<file path="config.mk">
export PLATFORM = sky130hd
export DESIGN_NAME = reg_file_wb
export DESIGN_NICKNAME = d
export VERILOG_FILES = /design/src/rtl/reg_file_wb_pkg.sv /design/src/rtl/reg_file_wb_decode.sv /design/src/rtl/reg_file_wb.sv
export SDC_FILE = /design/constraint.sdc
export NUM_CORES = 2
export LEC_CHECK = 0
export BUFFER_PORTS_ARGS = -buffer_cell sky130_fd_sc_hd__buf_4
export CAP_MARGIN = 20
export CORE_MARGIN = 8
export CORE_UTILIZATION = 64
export CTS_CLUSTER_DIAMETER = 50
export DETAILED_ROUTE_END_ITERATION = 7
export HOLD_SLACK_MARGIN = 0.05
export PLACE_DENSITY = 0.82
export SLEW_MARGIN = 0
export SYNTH_ARGS = -nofsm -noshare
export SYNTH_HDL_FRONTEND = slang
export SYNTH_SLANG_ARGS = --single-unit
</file>
<file path="constraint.sdc">
create_clock -name CLK -period 4.4 [get_ports CLK]
set_input_delay 0.22 -clock CLK [delete_from_list [all_inputs] [get_ports CLK]]
set_output_delay 0.22 -clock CLK [all_outputs]
set_load 0.01 [all_outputs]
</file>
<file path="src/rtl/reg_file_wb_pkg.sv">
// Shared constants and types for the register file / writeback slice:
// array geometry, MIPS opcode/funct encodings and the decoded writeback control.
package reg_file_wb_pkg;

   localparam int NREG   = 32;
   localparam int DATA_W = 32;
   localparam int AW     = 5;

   localparam logic [5:0] OP_RTYPE = 6'h00;
   localparam logic [5:0] OP_J     = 6'h02;
   localparam logic [5:0] OP_JAL   = 6'h03;
   localparam logic [5:0] OP_BEQ   = 6'h04;
   localparam logic [5:0] OP_BNE   = 6'h05;
   localparam logic [5:0] OP_ADDI  = 6'h08;
   localparam logic [5:0] OP_ADDIU = 6'h09;
   localparam logic [5:0] OP_SLTI  = 6'h0A;
   localparam logic [5:0] OP_SLTIU = 6'h0B;
   localparam logic [5:0] OP_ANDI  = 6'h0C;
   localparam logic [5:0] OP_ORI   = 6'h0D;
   localparam logic [5:0] OP_XORI  = 6'h0E;
   localparam logic [5:0] OP_LUI   = 6'h0F;
   localparam logic [5:0] OP_LW    = 6'h23;
   localparam logic [5:0] OP_SW    = 6'h2B;

   localparam logic [5:0] FN_JR    = 6'h08;

   localparam logic [AW-1:0] RA_IDX = 5'd31;

   typedef struct packed {
      logic          we;
      logic [AW-1:0] wa;
   } wb_ctrl_t;

endpackage

</file>
<file path="src/rtl/reg_file_wb_decode.sv">
// Combinational writeback decode: instruction fields -> {write enable, write address}.
// Kept standalone so a later hazard/forwarding unit can reuse it unchanged.
module reg_file_wb_decode
   import reg_file_wb_pkg::*;
(
   input  logic [5:0]    opcode_i,
   input  logic [AW-1:0] rt_i,
   input  logic [AW-1:0] rd_i,
   input  logic [5:0]    funct_i,
   output wb_ctrl_t      ctrl_o
);

   always_comb begin
      ctrl_o = '0;
      case (opcode_i)
         OP_RTYPE: begin
            // JALR is just another R-type here: it links into whatever rd encodes
            if (funct_i != FN_JR) begin
               ctrl_o.we = 1'b1;
               ctrl_o.wa = rd_i;
            end
         end
         OP_LW, OP_ADDI, OP_ADDIU, OP_SLTI, OP_SLTIU,
         OP_ANDI, OP_ORI, OP_XORI, OP_LUI: begin
            ctrl_o.we = 1'b1;
            ctrl_o.wa = rt_i;
         end
         OP_JAL: begin
            ctrl_o.we = 1'b1;
            ctrl_o.wa = RA_IDX;
         end
         OP_SW, OP_BEQ, OP_BNE, OP_J: ctrl_o = '0;
         default:                     ctrl_o = '0;
      endcase
   end

endmodule

</file>
<file path="src/rtl/reg_file_wb.sv">
// Architectural GPR file with combinational rs/rt/debug reads and a single
// clocked writeback port, plus a counter of committed non-$0 writes.
module reg_file_wb
   import reg_file_wb_pkg::*;
(
   input  logic              CLK,
   input  logic              RST,
   input  logic [31:0]       Ins,
   input  logic [DATA_W-1:0] Wdata,
   output logic [DATA_W-1:0] Rdata1,
   output logic [DATA_W-1:0] Rdata2,
   input  logic [AW-1:0]     DbgAdr,
   output logic [DATA_W-1:0] DbgData,
   output logic [31:0]       WrCount
);

   logic [DATA_W-1:0] gpr_q [NREG];
   logic [31:0]       wr_count_q;
   logic [31:0]       wr_count_d;
   wb_ctrl_t          wb_ctrl;
   logic              commit;
   logic [AW-1:0]     rs_idx;
   logic [AW-1:0]     rt_idx;
   logic              unused_shamt;

   assign rs_idx       = Ins[25:21];
   assign rt_idx       = Ins[20:16];
   assign unused_shamt = ^Ins[10:6];

   reg_file_wb_decode u_wb_decode (
      .opcode_i (Ins[31:26]),
      .rt_i     (rt_idx),
      .rd_i     (Ins[15:11]),
      .funct_i  (Ins[5:0]),
      .ctrl_o   (wb_ctrl)
   );

   // Writes to $0 are discarded entirely and do not count as commits
   assign commit     = wb_ctrl.we && (wb_ctrl.wa != '0);
   assign wr_count_d = wr_count_q + 32'd1;

   always_ff @(posedge CLK) begin
      if (RST) begin
         for (int i = 0; i < NREG; i++) begin
            gpr_q[i] <= '0;
         end
         wr_count_q <= '0;
      end else if (commit) begin
         gpr_q[wb_ctrl.wa] <= Wdata;
         wr_count_q        <= wr_count_d;
      end
   end

   // Reads see the pre-edge array, so an instruction reads its sources before its own writeback
   assign Rdata1  = (rs_idx == '0) ? '0 : gpr_q[rs_idx];
   assign Rdata2  = (rt_idx == '0) ? '0 : gpr_q[rt_idx];
   assign DbgData = (DbgAdr == '0) ? '0 : gpr_q[DbgAdr];
   assign WrCount = wr_count_q;

endmodule
</file>
==> reports/results.ini <==
[power]
p_int_mw=20.3
p_seq_frac=0.438
switching_power_mw=7.13
p_comb_frac=0.164
p_leak_nw=25.1
power_mw=27.4
pwr_density_cell_mw_per_mm2=377
vdd_drop_max_mv=0.320
p_clk_frac=0.399
sw_frac_of_total=0.260

[timing]
finalHoldViolations=0
clock.fmax_ghz=0.287
tns_ns=0
fin_skew_ns=0.0121
rsz0062_at_grt=no
setup_violations=0
max-slew-margin-rel=0.273
post-route-period-util=0.792
slew_violations=0
worst_slack_ns=0.916
fin_crit_ns=3.48
tightest_slew_ns=1.09

[layout]
layout.nets=4125
syn_to_final_growth_pct=13.1
drive_gt1_frac=0.393
fillers=5843

[synthesis]
yosysWarnings=0
ys_types=45
yosysSeqAreaShare=0.489
netlist_area_mm2=0.0642
synth_ff_type=edfxtp_1
synthArstFlopShare=0
syn_avg_cell_area_um2=16.3
synth_most_common_cell=edfxtp_1
post-synth-top-area-fraction=0.479
synthCells=3938
synthTopCellsByCount=edfxtp_1, and2_1, mux4_2
synthTopCellsByArea=edfxtp_1, mux4_2, and2_1
ys_ff_latch=1056
yosysTopAreaCell=edfxtp_1
synth_edf_count=1024

[worst_setup_path]
critPathSlowestCell=buf_8
r2r_start=WrCount[6]
path_cells=buf_8 > buf_12 > mux4_2 > mux4_2 > mux2i_1 > nor2_1 > buf_4
crit_fanout=63
cp_common_cell=mux4_2
critPathRequiredTime_ns=4.18
criticalPathCategory=in2out
end_kind=primary output
worst-path-buf-inv=3
slowest_delay_ns=0.62
critPathTopFamily=multiplexers
crit_arrival_ns=3.26
startpoint_type=input pin
crit_path_start=Ins[21]

[cts]
numClockSinks=1056
ctsResizeCount=0
path_clk_slew_ns=0.05
htree_levels=4
cts_buffers=132
clock_latency_ns=0.74
tritoncts=built
cts.path.max_buffers=3
cts_root_buf=clkbuf_16

[global_route]
grt_max_degree=88
grt_pass1_vias=43900
grtUsageTotal=0.400
grt.met2_usage=0.586
grt_overflow=0
antenna_found_initial=24
gr-usage-met1=0.500
use_met3=0.155
grt_pass1_wl_um=315000
top_usage_layer=met2

[place]
port_buffers=193
hpwl_um=127000
dpl_worst_slack_ns=0.694
gp_congestion=0.891

[drt]
first_iter_violations=8625
dr.pass1.iters=6
antenna_left=0
wl_per_cell_um=40.8
vias_per_cell=7.99
num_vias=43800
drt_wl_total_um=223000
route.detailed.drc=0

[floorplan]
num_io_pins=199
dieWidth_um=333
start_util=0.644
dieArea_mm2=0.111
coreArea_mm2=0.0997
die_h_um=333
rows=116

[hold_path]
hold_path.class=in2reg
hold_start=RST

[run_status]
status=finished, final reports clean

[flow_run]
maxCapViolCount=0

-- flip-flops by register name (all words and copies together) (netlist names) --
name     count
WrCount     32
gpr_q     1024
-- final cells by class --
type,instances,area [um2],area share
Clock buffer,158,3590,0.0495
Multi-Input combinational cell,2460,31400,0.432
Inverter,1,3.75,0.0000517
Clock inverter,76,741,0.0102
Timing Repair Buffer,402,3830,0.0528
Sequential cell,1056,31400,0.432
Antenna cell,23,57.6,0.000792
Tap cell,1298,1620,0.0224
-- final timing paths --
check                           cells past startpoint           end  slack [ns]
worst max-delay path                                7    Rdata1[18]        0.92
worst min register to register                      2   WrCount[31]        0.57
worst min-delay path                                1  gpr_q[0][29]        0.05
worst max register to register                      6   WrCount[31]        1.77
-- cell usage in the layout (no fill, tap or decap), types with 7 or more instances in the layout --
master / netlist / final
and2_1: 960 / 960
mux2i_1: 96 / 96
clkinv_1: 0 / 21
buf_4: 1 / 306
bufinv_16: 0 / 12
nor2_1: 144 / 130
clkinv_2: 0 / 17
inv_6: 0 / 7
edfxtp_1: 1024 / 1024
nand3_1: 15 / 15
clkinv_4: 0 / 7
mux4_2: 960 / 960
diode_2: 0 / 23
nor2_4: 4 / 21
clkbuf_1: 317 / 17
dfxtp_1: 32 / 32
nor4_4: 0 / 8
clkbuf_16: 0 / 141
a21oi_1: 31 / 31
nor2b_1: 31 / 31
nand4_1: 12 / 12
clkinvlp_4: 0 / 11
nand2_1: 18 / 18
or2_2: 30 / 30
mux2_2: 30 / 30
buf_12: 0 / 54
and3_1: 43 / 43
dlygate4sd3_1: 0 / 32
conb_1: 1 / 32
-- stage by stage --
stage                     utilization  std cells  cell area [um2]  hold WS [ns]
after CTS                       0.728       5451            72600        0.0622
final                           0.728       5474            72600        0.0493
after floorplan                     -       3969            64300         0.443
after global routing            0.728       5460            72600        0.0475
after global placement          0.681       5185            67900         0.548
after detailed placement        0.681       5185            67900         0.560
-- timing repair --
item	in CTS	in global routing
setup buffers	0	0
setup endpoints to repair	0	0
hold buffers	32	0
endpoints found under the hold margin	992	0
-- metal layers --
metal | part of all wire | wire length [um] | vias to the layer above
li1 | - | - | 16100
met1 | 0.30 | 66300 | 21700
met2 | 0.44 | 99000 | 4887
met3 | 0.18 | 40400 | 1123
met4 | 0.078 | 17500 | 4
met5 | 0.00012 | 27 | -
-- logic make-up after synthesis --
family / count (synthesis) / synth area share
fa+ha+maj: 1 / 0.000195
buf+inv: 453 / 0.0275
flops: 1056 / 0.489
other cells: 1 / 0.0000584
simple gates: 1294 / 0.121
compound gates: 47 / 0.00505
mux: 1086 / 0.357
-- power by group through the flow --
stage / registers [mW] / logic [mW] / clock network, mW
after CTS: 12.0 / 4.36 / 10.9
after global routing: 12.0 / 4.54 / 11.2
after floorplan: 12.0 / 2.68 / 0
final: 12.0 / 4.48 / 10.9
after detailed placement: 12.2 / 4.29 / 0
after global placement: 12.1 / 4.25 / 0
Power figures use the tool's default switching activity.
